**config.mk**
```make
export PLATFORM = sky130hd
export DESIGN_NAME = player_shot_ctrl
export DESIGN_NICKNAME = d
export VERILOG_FILES = /design/src/rtl/player_shot_ctrl.sv
export SDC_FILE = /design/constraint.sdc
export NUM_CORES = 1
export LEC_CHECK = 0
export CAP_MARGIN = 20
export CORE_AREA = 2 2 106 108
export DETAILED_ROUTE_END_ITERATION = 10
export DIE_AREA = 0 0 108 110
export PLACE_DENSITY_LB_ADDON = 0.08
export SLEW_MARGIN = 5
export SYNTH_ARGS = -nofsm -noshare
export SYNTH_HDL_FRONTEND = slang
export SYNTH_SLANG_ARGS = --single-unit
```
**constraint.sdc**
```tcl
create_clock -name clk -period 6.2 [get_ports clk]
set_input_delay 1.24 -clock clk [delete_from_list [all_inputs] [get_ports clk]]
set_output_delay 1.24 -clock clk [all_outputs]
set_load 0.02 [all_outputs]
```
**src/rtl/player_shot_ctrl.sv**
```systemverilog
// Player projectile: launch, per-frame upward motion and pixel-accurate barrier hit detection.
// Optional build macro SHOT_FIRE_LATCH_EN latches short fire presses between frame ticks.
module player_shot_ctrl #(
    parameter int SHOT_W          = 2,
    parameter int SHOT_H          = 8,
    parameter int SHOT_SPEED      = 4,
    parameter int SHIP_Y          = 440,
    parameter int SCREEN_TOP      = 0,
    parameter int COOLDOWN_FRAMES = 8
) (
    input  logic        clk,
    input  logic        rst,
    input  logic        restart,
    input  logic        frame_tick,
    input  logic        fire,
    input  logic [10:0] ship_x,
    input  logic [10:0] xCoord,
    input  logic [10:0] yCoord,
    input  logic        is_barrier,
    output logic [10:0] damage_x,
    output logic [10:0] damage_y,
    output logic        new_damage,
    output logic        shot_active,
    output logic        is_shot,
    output logic [7:0]  rgb
);

    localparam int CD_W = $clog2(COOLDOWN_FRAMES + 2);
    localparam logic [10:0]     LAUNCH_Y = 11'(SHIP_Y - SHOT_H);
    localparam logic [10:0]     SPEED    = 11'(SHOT_SPEED);
    localparam logic [11:0]     TOP_LIM  = 12'(SCREEN_TOP + SHOT_SPEED);
    localparam logic [11:0]     W_M1     = 12'(SHOT_W - 1);
    localparam logic [11:0]     H_M1     = 12'(SHOT_H - 1);
    localparam logic [CD_W-1:0] CD_LOAD  = CD_W'(COOLDOWN_FRAMES);

    typedef enum logic [1:0] {IDLE, FLIGHT, HIT_PEND, COOLDOWN} state_t;

    state_t          state, state_nx;
    logic [10:0]     shot_x, shot_x_nx, shot_y, shot_y_nx;
    logic [10:0]     x_d, y_d;
    logic [10:0]     hit_x, hit_x_nx, hit_y, hit_y_nx;
    logic            hit_lat, hit_lat_nx;
    logic [10:0]     damage_x_nx, damage_y_nx;
    logic            new_damage_nx, is_shot_nx;
    logic [CD_W-1:0] cd_cnt, cd_cnt_nx;
    logic            in_box_cur, in_box_d, fire_go, launch;

    // 12-bit compares so shot_x + SHOT_W - 1 cannot wrap at the screen edge
    function automatic logic box_hit(input logic [10:0] px, input logic [10:0] py,
                                     input logic [10:0] sx, input logic [10:0] sy);
        logic [11:0] x12, y12, sx12, sy12;
        x12  = {1'b0, px};
        y12  = {1'b0, py};
        sx12 = {1'b0, sx};
        sy12 = {1'b0, sy};
        return (x12 >= sx12) && (x12 <= sx12 + W_M1) &&
               (y12 >= sy12) && (y12 <= sy12 + H_M1);
    endfunction

    assign in_box_cur  = box_hit(xCoord, yCoord, shot_x, shot_y);
    assign in_box_d    = box_hit(x_d, y_d, shot_x, shot_y);
    assign shot_active = (state == FLIGHT) || (state == HIT_PEND);
    assign rgb         = is_shot ? 8'hFF : 8'h00;

`ifdef SHOT_FIRE_LATCH_EN
    logic fire_d, fire_req;

    always_ff @(posedge clk) begin
        if (rst || restart) begin
            fire_d   <= 1'b0;
            fire_req <= 1'b0;
        end else begin
            fire_d <= fire;
            if (launch)
                fire_req <= 1'b0;
            else if (fire && !fire_d && !shot_active)
                fire_req <= 1'b1;
        end
    end

    assign fire_go = fire || fire_req;
`else
    assign fire_go = fire;
`endif

    always_comb begin
        state_nx      = state;
        shot_x_nx     = shot_x;
        shot_y_nx     = shot_y;
        hit_x_nx      = hit_x;
        hit_y_nx      = hit_y;
        hit_lat_nx    = hit_lat;
        damage_x_nx   = damage_x;
        damage_y_nx   = damage_y;
        new_damage_nx = 1'b0;
        cd_cnt_nx     = cd_cnt;
        launch        = 1'b0;
        is_shot_nx    = (state == FLIGHT) && in_box_cur;
        case (state)
            IDLE: begin
                if (frame_tick && fire_go) begin
                    shot_x_nx = ship_x;
                    shot_y_nx = LAUNCH_Y;
                    launch    = 1'b1;
                    state_nx  = FLIGHT;
                end
            end
            FLIGHT: begin
                // a hit in the tick cycle wins over motion
                if (in_box_d && is_barrier && !hit_lat) begin
                    hit_lat_nx = 1'b1;
                    hit_x_nx   = x_d;
                    hit_y_nx   = y_d;
                    state_nx   = HIT_PEND;
                end else if (frame_tick) begin
                    if ({1'b0, shot_y} < TOP_LIM) begin
                        cd_cnt_nx = CD_LOAD;
                        state_nx  = COOLDOWN;
                    end else begin
                        shot_y_nx = shot_y - SPEED;
                    end
                end
            end
            HIT_PEND: begin
                if (frame_tick) begin
                    new_damage_nx = 1'b1;
                    damage_x_nx   = hit_x;
                    damage_y_nx   = hit_y;
                    hit_lat_nx    = 1'b0;
                    cd_cnt_nx     = CD_LOAD;
                    state_nx      = COOLDOWN;
                end
            end
            COOLDOWN: begin
                if (frame_tick) begin
                    if (cd_cnt == '0)
                        state_nx = IDLE;
                    else
                        cd_cnt_nx = cd_cnt - 1'b1;
                end
            end
            default: state_nx = IDLE;
        endcase
    end

    always_ff @(posedge clk) begin
        if (rst || restart) begin
            state      <= IDLE;
            shot_x     <= '0;
            shot_y     <= '0;
            x_d        <= '0;
            y_d        <= '0;
            hit_x      <= '0;
            hit_y      <= '0;
            hit_lat    <= 1'b0;
            damage_x   <= '0;
            damage_y   <= '0;
            new_damage <= 1'b0;
            is_shot    <= 1'b0;
            cd_cnt     <= '0;
        end else begin
            state      <= state_nx;
            shot_x     <= shot_x_nx;
            shot_y     <= shot_y_nx;
            x_d        <= xCoord;
            y_d        <= yCoord;
            hit_x      <= hit_x_nx;
            hit_y      <= hit_y_nx;
            hit_lat    <= hit_lat_nx;
            damage_x   <= damage_x_nx;
            damage_y   <= damage_y_nx;
            new_damage <= new_damage_nx;
            is_shot    <= is_shot_nx;
            cd_cnt     <= cd_cnt_nx;
        end
    end

endmodule
```
==> results.py <==
metrics = {
    "outcome": {
        "outcome": "complete, no violations",
    },
    "power_and_ir_drop": {
        "seqPwrFrac": 0.526,
        "power.internal_w": 0.000865,
        "ir_drop_v": 0.000116,
        "pwr-share-comb": 0.158,
        "swShare": 0.279,
        "powerDensity_nw_per_um2": 178,
        "p_sw_w": 0.000335,
        "leakagePower_nw": 2.48,
        "power_frac_clock": 0.315,
    },
    "timing": {
        "tns_ns": 0,
        "timing.fmax_ghz": 0.259,
        "finalSetupViolCount": 0,
        "rsz0062_at_grt": "no",
        "relSlewSlack": 0.459,
        "finalClockSkew_ns": 0.0171,
        "maxSlewViolCount": 0,
        "hold_violations": 0,
        "tightest_slew_ns": 0.809,
        "period_share": 0.622,
        "period_minus_slack_ns": 3.86,
    },
    "cells_and_area": {
        "final_cells": 871,
        "fin_util": 0.631,
        "antenna_cells": 0,
        "area_growth_pct": 16.0,
        "drive_above_1_share": 0.0465,
        "fin_nets": 853,
        "fill_cells": 955,
    },
    "synth": {
        "synth_edf_count": 0,
        "synth_top_area_share": 0.326,
        "avgSynthCellArea_sq_um": 8.66,
        "synthArstFlopShare": 0,
        "seq_area_frac_synth": 0.326,
        "synth_seq_cells": 95,
        "syn_inst": 673,
        "syn-num-nets": 800,
        "synth_area_leader_cell": "dfxtp_1",
        "netlist_area_sq_um": 5830,
        "synth_flop_cell": "dfxtp_1",
        "synth_cell_types": 63,
        "synth_area_leaders": "dfxtp_1 33%, ha_1 19%, nand2_1 5.9%",
        "yosys_warnings": 0,
    },
    "clock_network": {
        "cts_root_buffer": "clkbuf_8",
        "cts_made_buffers": 9,
        "cts_resized": 0,
        "hold_buffers": 0,
        "htreeDepth": 3,
        "clkSinkCount": 95,
        "insertion_delay_ns": 0.37,
        "ctsLongestPathBuffers": 2,
        "cts_tree": "yes",
        "cts.reportedPaths.clkPinSlew_ns": 0.10,
        "postCtsSetupBuffers": 0,
    },
    "global_routing": {
        "grtUsageTotal": 0.238,
        "antenna_found_initial": 0,
        "grt_max_degree": 67,
        "grt_pass1_wl_mm": 22.3,
        "grt_pass1_vias": 4653,
        "grt_overflow": 0,
    },
    "worst_hold_path": {
        "hold_start": "damage_y[6]$_SDFFE_PP0P_",
        "hold_path_class": "reg -> reg",
    },
    "route": {
        "viasPerCell": 5.63,
        "drc": 0,
        "ant_nets": 0,
        "routed_wl_mm": 13.7,
        "via_count": 4908,
        "drt_iter0_markers": 237,
        "wl_per_cell_um": 15.8,
        "drt_first_pass_iters": 4,
    },
    "critical_path": {
        "start_kind": "flip-flop",
        "critPathLaunch": "shot_y[4]$_SDFFE_PP0P_",
        "cp_data_required_time_ns": 6.42,
        "critPathKind": "reg -> reg",
        "critPathCaptureType": "flip-flop",
        "r2r_start": "shot_y[4]$_SDFFE_PP0P_",
        "crit_fanout": 22,
        "arrival_ns": 4.08,
    },
    "place": {
        "dp_cells": 853,
        "port-buffer-count": 71,
        "hpwl_mm": 10.6,
        "globalplace.congestion": 0.955,
    },
    "die": {
        "rows": 38,
        "die_h_um": 110,
        "initial_core_util": 0.545,
        "coreArea_sq_um": 10700,
        "ios": 72,
        "dieArea_sq_um": 11900,
        "die_w_um": 108,
    },
    "job": {
        "max_cap_viol_count": 0,
    },
}
flip-flops by register name (all words and copies together) (netlist names):
signal	flops
cd_cnt	4
damage_x	11
damage_y	11
hit_lat	1
hit_x	11
hit_y	11
is_shot	1
new_damage	1
shot_x	11
shot_y	9
state	2
x_d	11
y_d	11
worst max-delay path, stage by stage (launching register included):
cell,delay [ns]
dfxtp_1,0.51
inv_1,0.13
nor3_1,0.22
nand3_1,0.11
xnor2_1,0.28
ha_1,0.31
a21o_1,0.16
a21o_1,0.16
a211oi_1,0.22
nor4_1,0.08
a211o_1,0.38
nor3b_4,0.40
buf_4,0.43
mux2i_1,0.25
nor2_1,0.06
final timing paths:
path	to	slack (ns)	cells past startpoint
worst max-delay path	hit_x[1]$_SDFFE_PP0P_	2.34	14
worst min-delay path	damage_y[6]$_SDFFE_PP0P_	0.46	2
worst max register to register	hit_x[1]$_SDFFE_PP0P_	2.34	14
worst min register to register	damage_y[6]$_SDFFE_PP0P_	0.46	2
routing by layer:
layer	track usage	share of wire	vias up
li1	-	-	2494
met1	0.329	0.50	2284
met2	0.390	0.45	113
met3	0.0253	0.037	17
met4	0.0824	0.019	0
met5	0	0	-
cell usage in the layout (no fill, tap or decap), types with 11 or more instances in the layout:
cell / Yosys / final
nor2_1: 44 / 43
clkdlybuf4s50_1: 0 / 71
nand4_1: 11 / 11
xnor2_1: 15 / 15
a21oi_1: 57 / 57
nand3_1: 15 / 15
o21ai_0: 16 / 16
nor3_1: 14 / 14
dfxtp_1: 95 / 95
nand2_1: 91 / 91
inv_1: 33 / 33
mux2i_1: 25 / 25
and2_1: 22 / 22
ha_1: 88 / 88
o211ai_1: 11 / 11
power by group through the flow:
stage	sequential (W)	clock [W]	combinational (W)
3_5_place_dp	0.000646	0	0.000187
6_report	0.000632	0.000379	0.000190
5_1_grt	0.000633	0.000419	0.000212
2_1_floorplan	0.000640	0	0.000124
3_3_place_gp	0.000645	0	0.000182
4_1_cts	0.000632	0.000391	0.000188
stage by stage:
step / setup slack [ns] / total power, W / hold slack, ns / cell area (sq um)
global placement: 2.52 / 0.000827 / 0.442 / 6560
CTS: 2.37 / 0.00121 / 0.458 / 6730
finish: 2.34 / 0.00120 / 0.456 / 6760
global route: 2.13 / 0.00126 / 0.471 / 6760
detailed placement: 2.39 / 0.000833 / 0.443 / 6560
floorplan: 3.14 / 0.000764 / 0.431 / 5830
layout make-up:
class,instances,area [sq um],area share
well taps,140,175,0.0259
flip-flops and latches,95,1900,0.282
inverters,33,124,0.0183
clock inverters,4,30.0,0.00445
clock buffers,12,145,0.0215
multi-input cells,511,3620,0.536
repair buffers,76,756,0.112
cells in the mapped netlist (all sizes together), types with 15 or more instances:
master / count
nor3: 16
ha: 88
mux2i: 25
nand2: 92
inv: 33
nor2: 45
a21oi: 57
clkbuf: 20
o21ai: 17
xnor2: 15
nand3: 17
and2: 23
dfxtp: 95
cells by family (layout without fill, tap and decap cells):
group | count (synthesis) | count (layout) | synth area share
xor gates and xnor gates | 16 | 16 | 0.0241
DFF | 95 | 95 | 0.326
adders and majority gates | 89 | 89 | 0.191
buffers and inverters | 67 | 125 | 0.0530
AOI/OAI and AO/OA | 142 | 142 | 0.160
muxes | 25 | 25 | 0.0430
and+or+nand+nor | 239 | 239 | 0.203
Power figures use the tool's default switching activity.
